<file path="src/rtl/keycode_pkg.sv">
// Shared constants for the keycode ring buffer: key width, default depth,
// bus width for zero-extension and the byte stride of one mirrored word.
package keycode_pkg;

  localparam int unsigned KEY_W         = 8;
  localparam int unsigned DEPTH_DEFAULT = 16;
  localparam int unsigned BUS_W         = 32;
  localparam logic [31:0] WORD_BYTES    = 32'd4;

  // Byte offset of a word index inside the mirrored data-memory region.
  function automatic logic [31:0] word_offset(input logic [31:0] idx);
    return idx * WORD_BYTES;
  endfunction

endpackage

</file>
<file path="src/rtl/rise_detect.sv">
// Rising-edge detector; stays disarmed for the first clock after reset so a
// level already high at release is absorbed instead of creating a pulse.
module rise_detect
  import keycode_pkg::*;
(
  input  logic clk,
  input  logic rst_n,
  input  logic d,
  output logic pulse
);

  logic prev_q;
  logic armed_q;

  // Registered copy of d and the post-reset arming flag.
  always_ff @(posedge clk or negedge rst_n) begin
    if (!rst_n) begin
      prev_q  <= 1'b0;
      armed_q <= 1'b0;
    end else begin
      prev_q  <= d;
      armed_q <= 1'b1;
    end
  end

  assign pulse = armed_q & d & ~prev_q;

endmodule

</file>
<file path="src/rtl/keycode_ring_buffer.sv">
// Keycode FIFO with first-word fall-through head, sticky overflow and a
// one-cycle write mirror toward the data memory for every accepted key.
module keycode_ring_buffer
  import keycode_pkg::*;
#(
  parameter int unsigned DATA_W    = KEY_W,
  parameter int unsigned DEPTH     = DEPTH_DEFAULT,
  parameter logic [31:0] BASE_ADDR = 32'h0000_0000
) (
  input  logic                     clk,
  input  logic                     rst_n,
  input  logic [DATA_W-1:0]        key_code,
  input  logic                     data_ready,
  input  logic                     pop,
  input  logic                     clear,
  output logic [31:0]              rd_data,
  output logic [$clog2(DEPTH):0]   count,
  output logic                     empty,
  output logic                     full,
  output logic                     overflow,
  output logic                     mem_we,
  output logic [31:0]              mem_addr,
  output logic [31:0]              mem_wd
);

  localparam int unsigned PTR_W   = $clog2(DEPTH);
  localparam int unsigned PAD_W   = BUS_W - DATA_W;
  localparam logic [PTR_W:0]   DEPTH_C = (PTR_W + 1)'(DEPTH);
  localparam logic [PTR_W:0]   CNT_ONE = (PTR_W + 1)'(1);
  localparam logic [PTR_W-1:0] PTR_ONE = PTR_W'(1);

  logic              push_s;
  logic              do_push_s;
  logic              do_pop_s;
  logic              drop_s;
  logic              empty_s;
  logic              full_s;

  logic [PTR_W-1:0]  wr_ptr_q,   wr_ptr_d;
  logic [PTR_W-1:0]  rd_ptr_q,   rd_ptr_d;
  logic [PTR_W:0]    count_q,    count_d;
  logic              overflow_q, overflow_d;
  logic              mem_we_q,   mem_we_d;
  logic [31:0]       mem_addr_q, mem_addr_d;
  logic [31:0]       mem_wd_q,   mem_wd_d;
  logic [DATA_W-1:0] store_q [DEPTH];

  rise_detect u_rise_detect (
    .clk   (clk),
    .rst_n (rst_n),
    .d     (data_ready),
    .pulse (push_s)
  );

  assign empty_s = (count_q == '0);
  assign full_s  = (count_q == DEPTH_C);

  // A pop while full frees the slot the simultaneous push needs.
  assign do_pop_s  = pop & ~empty_s;
  assign do_push_s = push_s & (~full_s | do_pop_s);
  assign drop_s    = push_s & full_s & ~pop;

  // Next-state for pointers, occupancy, overflow and the mirror strobe.
  always_comb begin
    wr_ptr_d   = wr_ptr_q;
    rd_ptr_d   = rd_ptr_q;
    count_d    = count_q;
    overflow_d = overflow_q;
    mem_we_d   = 1'b0;
    mem_addr_d = mem_addr_q;
    mem_wd_d   = mem_wd_q;
    if (clear) begin
      wr_ptr_d   = '0;
      rd_ptr_d   = '0;
      count_d    = '0;
      overflow_d = 1'b0;
      mem_we_d   = 1'b0;
    end else begin
      if (do_push_s) begin
        wr_ptr_d   = wr_ptr_q + PTR_ONE;
        mem_we_d   = 1'b1;
        mem_addr_d = BASE_ADDR + word_offset(32'(wr_ptr_q));
        mem_wd_d   = {{PAD_W{1'b0}}, key_code};
      end else begin
        mem_we_d   = 1'b0;
      end
      if (do_pop_s) begin
        rd_ptr_d = rd_ptr_q + PTR_ONE;
      end else begin
        rd_ptr_d = rd_ptr_q;
      end
      case ({do_push_s, do_pop_s})
        2'b10:   count_d = count_q + CNT_ONE;
        2'b01:   count_d = count_q - CNT_ONE;
        default: count_d = count_q;
      endcase
      if (drop_s) begin
        overflow_d = 1'b1;
      end else begin
        overflow_d = overflow_q;
      end
    end
  end

  // Control state register.
  always_ff @(posedge clk or negedge rst_n) begin
    if (!rst_n) begin
      wr_ptr_q   <= '0;
      rd_ptr_q   <= '0;
      count_q    <= '0;
      overflow_q <= 1'b0;
      mem_we_q   <= 1'b0;
      mem_addr_q <= 32'h0000_0000;
      mem_wd_q   <= 32'h0000_0000;
    end else begin
      wr_ptr_q   <= wr_ptr_d;
      rd_ptr_q   <= rd_ptr_d;
      count_q    <= count_d;
      overflow_q <= overflow_d;
      mem_we_q   <= mem_we_d;
      mem_addr_q <= mem_addr_d;
      mem_wd_q   <= mem_wd_d;
    end
  end

  // Key storage; contents are don't-care after clear or reset.
  always_ff @(posedge clk) begin
    if (do_push_s && !clear) begin
      store_q[wr_ptr_q] <= key_code;
    end
  end

  assign rd_data  = empty_s ? 32'h0000_0000 : {{PAD_W{1'b0}}, store_q[rd_ptr_q]};
  assign count    = count_q;
  assign empty    = empty_s;
  assign full     = full_s;
  assign overflow = overflow_q;
  assign mem_we   = mem_we_q;
  assign mem_addr = mem_addr_q;
  assign mem_wd   = mem_wd_q;

endmodule

</file>
<file path="config.mk">
export PLATFORM = sky130hd
export DESIGN_NAME = keycode_ring_buffer
export DESIGN_NICKNAME = d
export VERILOG_FILES = /design/src/rtl/keycode_pkg.sv /design/src/rtl/rise_detect.sv /design/src/rtl/keycode_ring_buffer.sv
export SDC_FILE = /design/constraint.sdc
export NUM_CORES = 1
export LEC_CHECK = 0
export CAP_MARGIN = 20
export CORE_MARGIN = 2
export CORE_UTILIZATION = 58
export CTS_CLUSTER_DIAMETER = 80
export DETAILED_ROUTE_END_ITERATION = 12
export GPL_TIMING_DRIVEN = 0
export PLACE_DENSITY = 0.91
export SYNTH_ARGS = -nofsm -noshare
export SYNTH_HDL_FRONTEND = slang
export SYNTH_SLANG_ARGS = --single-unit
</file>
<file path="constraint.sdc">
create_clock -name clk -period 4.3 [get_ports clk]
set_input_delay 0.645 -clock clk [delete_from_list [all_inputs] [get_ports clk]]
set_output_delay 0.645 -clock clk [all_outputs]
set_load 0.03 [all_outputs]
</file>
# --- Word level (Yosys, flattened, before mapping) ---
# Memory sizes are Yosys's and may differ from the RTL's.
# Index checks and enable logic that the tools add are counted.
classes:
  addsub: 4
  n_eq_ne: 3
  muxes: 13
  n_bitwise: 12
  reduce_logical: 8
ops:
  columns: ["op", "n"]
  rows:
  - ["two-way mux 4 bit", 4]
  - ["case mux 5 bit (2 select lines)", 1]
  - ["adder 4 x 1 -> 4 bit, second input constant", 2]
  - ["two-way mux 8 bit", 1]
  - ["bitwise AND 1 bit", 6]
  - ["two-way mux 1 bit", 6]
  - ["nonzero test 2 bit", 3]
  - ["adder 5 x 1 -> 5 bit, second input constant", 1]
  - ["== test 5 bit, second input constant", 1]
  - ["zero test 5 bit", 1]
  - ["two-way mux 5 bit", 1]
  - ["NOT 1 bit", 5]
  - ["subtractor 5 x 1 -> 5 bit, second input constant", 1]
  - ["nonzero test 3 bit", 1]
  - ["== test 2 x 1 -> 1 bit, second input constant", 1]
  - ["== test 2 bit, second input constant", 1]
  - ["AND reduction 2 bit", 1]
  - ["logical AND 1 bit", 1]
  - ["zero test 1 bit", 1]
  - ["bitwise OR 1 bit", 1]
word_totals:
  ff_bits: 29
  ram_bits: 128
  out_inout_bits: 105
  wordCells: 50
  mem_count: 1
mem_list:
  columns: ["name", "depth", "width", "rd", "rd_clocked_by_memory_dff", "write_ports", "line_no", "source"]
  rows:
  - ["store_q", 16, 8, 1, 0, 1, "keycode_ring_buffer.sv:46", "logic [DATA_W-1:0] store_q [DEPTH];"]

# --- Depth between registers and ports, before layout ---
logic_depth:
  depth_word: 8
  mapped_depth: 10

# --- Modules after synthesis ---
# A second synthesis with hierarchy kept.
hier_totals:
  cells_unflattened: 450
  hier_area_um2: 6974.2
modules_own_cells:
  columns: ["mod", "n_inst", "cells_per_inst", "area_per_inst_um2"]
  rows:
  - ["keycode_ring_buffer", 1, 446, 6911.6]
  - ["rise_detect", 1, 4, 62.6]

# --- Least setup slack after synthesis ---
# Ideal clock, no wire load.
synth_timing:
  path_type: "register to register"
  startpoint: "reg count_q[1] (netlist: count[1])"
  endpoint: "reg count_q[4] (netlist: count[4])"
  t_arrival_ps: 2608
  t_required_ps: 4210
  path_slack_ps: 1602
  stages_incl_launch_ff: 11
  path_buffers: 1
  period_less_slack_ps: 2698
  path_cell_list: "dfrtp_1 -> or4_1 -> buf_4 -> o21ai_2 -> nand2b_1 -> inv_1 -> ha_1 -> nand2b_1 -> o2bb2ai_1 -> or3_1 -> o221ai_1"
synth_between:
  elab_chain_len: 8
  word_cells_on_any_way: 14
  cone_classes: "2 x add/sub; 3 x eq/ne; 2 x mux; 5 x bitwise; 2 x reduce/logical"
synth_rtl:
  columns: ["element", "line_no", "source"]
  rows:
  - ["from (decl)", "keycode_ring_buffer.sv:41", "logic [PTR_W:0] count_q, count_d;"]
  - ["from (signal assigned)", "keycode_ring_buffer.sv:118", "count_q <= count_d;"]
  - ["zero test 5 bit", "keycode_ring_buffer.sv:55", "assign empty_s = (count_q == '0);"]
  - ["NOT 1 bit", "keycode_ring_buffer.sv:59", "assign do_pop_s = pop & ~empty_s;"]
  - ["bitwise AND 1 bit", "keycode_ring_buffer.sv:59", null]
  - ["bitwise OR 1 bit", "keycode_ring_buffer.sv:60", "assign do_push_s = push_s & (~full_s | do_pop_s);"]
  - ["bitwise AND 1 bit", "keycode_ring_buffer.sv:60", null]
  - ["== test 2 x 1 -> 1 bit / == test 2 bit (equally long branches)", "keycode_ring_buffer.sv:92", "case ({do_push_s, do_pop_s})"]
  - ["case mux 5 bit (2 select lines)", "keycode_ring_buffer.sv:92", null]
  - ["two-way mux 5 bit", "keycode_ring_buffer.sv:72", "if (clear) begin"]
# Parallel ways exist; a longest one is shown, timed or not.
# A chain may end at the register's enable or synchronous reset.

# --- Final worst setup path ---
layout_timing:
  startpoint: "reg rd_ptr_q[1]"
  endpoint: "out rd_data[6]"
layout_between:
  elab_chain_len: 2
layout_rtl:
  columns: ["element", "line_no", "source"]
  rows:
  - ["from (decl)", "keycode_ring_buffer.sv:40", "logic [PTR_W-1:0] rd_ptr_q, rd_ptr_d;"]
  - ["from (signal assigned)", "keycode_ring_buffer.sv:117", "rd_ptr_q <= rd_ptr_d;"]
  - ["memory read (16 x 8 bit)", null, null]
  - ["two-way mux 8 bit", "keycode_ring_buffer.sv:133", "assign rd_data = empty_s ? 32'h0000_0000 : {{PAD_W{1'b0}}, store_q[rd_ptr_q]};"]
  - ["to (decl)", "keycode_ring_buffer.sv:16", "output logic [31:0] rd_data,"]
# No other way between the ends.

==> key figures <==
Global routing
  • Grt ovf: 0
  • First-pass GRT wire length: approximately 22000 um
  • Pin count of the biggest net entering global routing: 19
  • Global-route usage over all layers: 23.3%
  • Vias in the first global route: approximately 3800
  • Initial antenna violation count: 0

STA
  • Final Setup Violations: 0
  • Final min period: between 3000 and 4000 ps
  • Period utilization: 89.9%
  • Actual slew at the worst max-slew pin: 892 ps
  • RSZ-0062 raised after global routing: false
  • Worst Skew: approximately 5.5 ps
  • Final WS setup: between 400 and 500 ps
  • Final Hold Viols: 0
  • Setup_tns: 0 ps
  • Worst slew margin: 40.5%
  • Fmax: roughly 260 MHz
  • Slew Limit Fails: 0

Worst setup path
  • R2r startpoint: count[0]$_DFFE_PN0P_
  • Worst EP arrival: 3220 ps
  • Buf/Inv on CP: 3
  • CP max FO: 10
  • Slowest stage delay, CP: roughly 750 ps
  • CP Capture Type: output port
  • Most used cell, CP: clkbuf_1
  • Setup crit start: rd_ptr_q[1]$_DFFE_PN0P_
  • Critical-path cell list: clkbuf_1, clkbuf_1, mux4_2, mux2i_1, o22ai_1, clkdlybuf4s50_1
  • Crit path max-delay family: buffers and inverters
  • Worst Setup Start Kind: register
  • Slowest-stage cell, CP: clkdlybuf4s50_1
  • Required time of the critical path: 3650 ps
  • Setup CP Type: reg2out

Route
  • Routed wire length: about 15000 um
  • # DRC: 0
  • Antenna viol nets, final: 0
  • Via density: between 5 and 6
  • Wirelength per Cell: 20.3 um
  • First-pass DRT Iterations: 5
  • Via count of the routed design: between 3000 and 4000
  • Drt initial violations: between 200 and 300

Clock tree
  • TritonCTS Buffers: 17
  • CTS-repair resized insts: 0
  • H-tree levels: 4
  • CTS tree: done
  • # clock sinks: approximately 160
  • Later-pin clock latency in the skew report: 430 ps
  • Clk pin slew, worst setup/hold paths: around 60 ps
  • Hold Buf Count CTS: 0
  • Clock Path Buffers: 2
  • Post-CTS setup buffer count: 0
  • Clock Tree Root: clkbuf_16

Floorplanning
  • Die Y: ~110 um
  • Total die area: 0.0131 mm^2
  • # rows: 40
  • Io pins: around 120
  • Core area: 0.0120 mm^2
  • Starting Density: 59.4%
  • Die W: 115 um

Power and ir drop
  • Power Dens Cells: slightly below 600 mW/mm^2
  • Peak VDD IR: between 500 and 600 uV
  • Cell leakage power: approximately 0.0034 uW
  • Total power: 5080 uW

Logic synthesis
  • Mapped cell area: 0.00710 mm^2
  • Syn_area_per_cell: 16.7 um^2
  • Register bit total from synthesis: 157
  • Fraction of registers with async set/reset: between 10% and 20%
  • Main synth FF type: edfxtp_1
  • Yosys top cell area share: ~54%
  • EDFF count, synth: between 100 and 150
  • Library cells used by synthesis: between 40 and 50
  • Register area share after synthesis: between 60% and 70%
  • Synth area leader: edfxtp_1
  • Yosys warnings: 0
  • Synth area leaders: edfxtp_1 54%, dfrtp_1 10%, mux4_2 10%, buf_4 8.2%, mux2i_1 3.1%
  • Post-Syn Instances: approximately 430

Cells and area
  • Share of layout cells above drive strength 1: about 29%
  • Utilization after layout: roughly 72%
  • Ant diodes: 0
  • Synth-to-layout area growth: 22.0%
  • FILL cells: about 700
  • Fin nets: between 500 and 600

Place
  • Place WS: about 840 ps
  • GP Congestion: 0.783
  • Port Buffers: 41
  • Hpwl dp: 9540 um

Status
  • Status: finished clean

Min path
  • HP Start: mem_addr[3]$_DFFE_PN0P_
  • Hold WC Path Type: reg2reg

Run
  • Max-cap violations: 0
## stage by stage
stage | hold WS (ps) | instances | area (um^2)
3_5_place_dp | 484 | 690 | 7990
4_1_cts | 507 | 722 | 8660
5_1_grt | 512 | 722 | 8660
2_1_floorplan | 349 | 501 | 7380
6_report | 500 | 722 | 8660
3_3_place_gp | 470 | 689 | 7980
## metal layers
layer	vias up	global-route usage, %	share of wire [%]
met2	249	38.6	50
met4	0	10.4	2.4
met3	36	6.78	9.5
met5	-	0	0
met1	1929	28.6	38
li1	1719	-	-
## cell usage in the layout (no fill, tap or decap), types with 12 or more instances in the layout
master | synthesis | final
conb_1 | 2 | 77
edfxtp_1 | 128 | 128
clkbuf_16 | 0 | 17
mux2i_1 | 22 | 22
buf_4 | 78 | 78
and2_1 | 12 | 12
mux4_2 | 32 | 32
dfrtp_1 | 29 | 29
clkdlybuf4s50_1 | 0 | 41
nor2_1 | 20 | 20
## sequential cells by signal, summed over array words and instances (netlist names)
register	flops
store_q	128
wr_ptr_q	4
mem_addr	4
rd_ptr_q	4
mem_we	1
u_rise_detect.armed_q	1
count	5
mem_wd	8
overflow	1
u_rise_detect.prev_q	1
## cells in the mapped netlist (all sizes together) (2+ instances only)
| cell | n |
|---|---|
| mux2 | 15 |
| nand3 | 2 |
| nor2b | 2 |
| inv | 9 |
| xor2 | 4 |
| edfxtp | 128 |
| nand2b | 5 |
| mux4 | 32 |
| and3 | 2 |
| and3b | 2 |
| nor2 | 21 |
| buf | 85 |
| clkbuf | 7 |
| a211oi | 3 |
| ha | 8 |
| dfrtp | 29 |
| o211ai | 2 |
| mux2i | 22 |
| conb | 2 |
| xnor2 | 3 |
| o22ai | 8 |
| o21ai | 3 |
| nand2 | 2 |
| and2 | 13 |
| nand3b | 2 |
## worst reg2reg max path: stages (launching register included)
cell	delay, ps
dfrtp_1	470
or4_1	540
buf_4	180
o21ai_2	210
nand2b_1	200
inv_1	100
ha_1	340
o2bb2ai_1	350
mux2i_1	240
o221ai_1	140
## path summary, 6_finish.rpt
path / endpoint / slack (ps) / depth (start not counted)
setup / recovery: rd_data[6] / 430 / 6
hold / removal: mem_addr[3]$_DFFE_PN0P_ / 500 / 1
setup reg to reg: count[4]$_DFFE_PN0P_ / 1410 / 9
hold reg to reg: mem_addr[3]$_DFFE_PN0P_ / 500 / 1
max in group asynchronous: count[0]$_DFFE_PN0P_ / 3030 / 2
min in group asynchronous: mem_addr[2]$_DFFE_PN0P_ / 700 / 1
## logic make-up (layout without fill, tap and decap cells)
| kind of cell | after synthesis | after routing | synth area share (%) |
|---|---|---|---|
| multiplexers | 69 | 69 | 15.8 |
| AND/OR/NAND/NOR | 58 | 58 | 4.88 |
| adder cells (fa/ha/maj) | 9 | 9 | 1.69 |
| AO/OA/AOI/OAI | 23 | 23 | 2.75 |
| flip-flops | 157 | 157 | 64.4 |
| buffers and inverters | 101 | 175 | 9.57 |
| other | 2 | 77 | 0.106 |
| XOR/XNOR | 7 | 7 | 0.863 |
## power breakdown
group	switching, uW	total, uW	internal [uW]	leakage, uW
Clock	587	1670	1090	0.000319
Sequential	61.5	1760	1700	0.00153
Combinational	928	1640	714	0.00151
Total	1580	5080	3500	0.00336
## cell type report
| class | count | area, um^2 | area share [%] |
|---|---|---|---|
| Sequential cell | 157 | 4570 | 52.8 |
| Inverter | 9 | 33.8 | 0.390 |
| Multi-Input combinational cell | 243 | 2130 | 24.6 |
| Clock inverter | 15 | 244 | 2.82 |
| Tap cell | 147 | 184 | 2.12 |
| Clock buffer | 17 | 425 | 4.91 |
| Buffer | 92 | 646 | 7.45 |
| Timing Repair Buffer | 42 | 425 | 4.91 |
(Power assumes the default switching activity.)
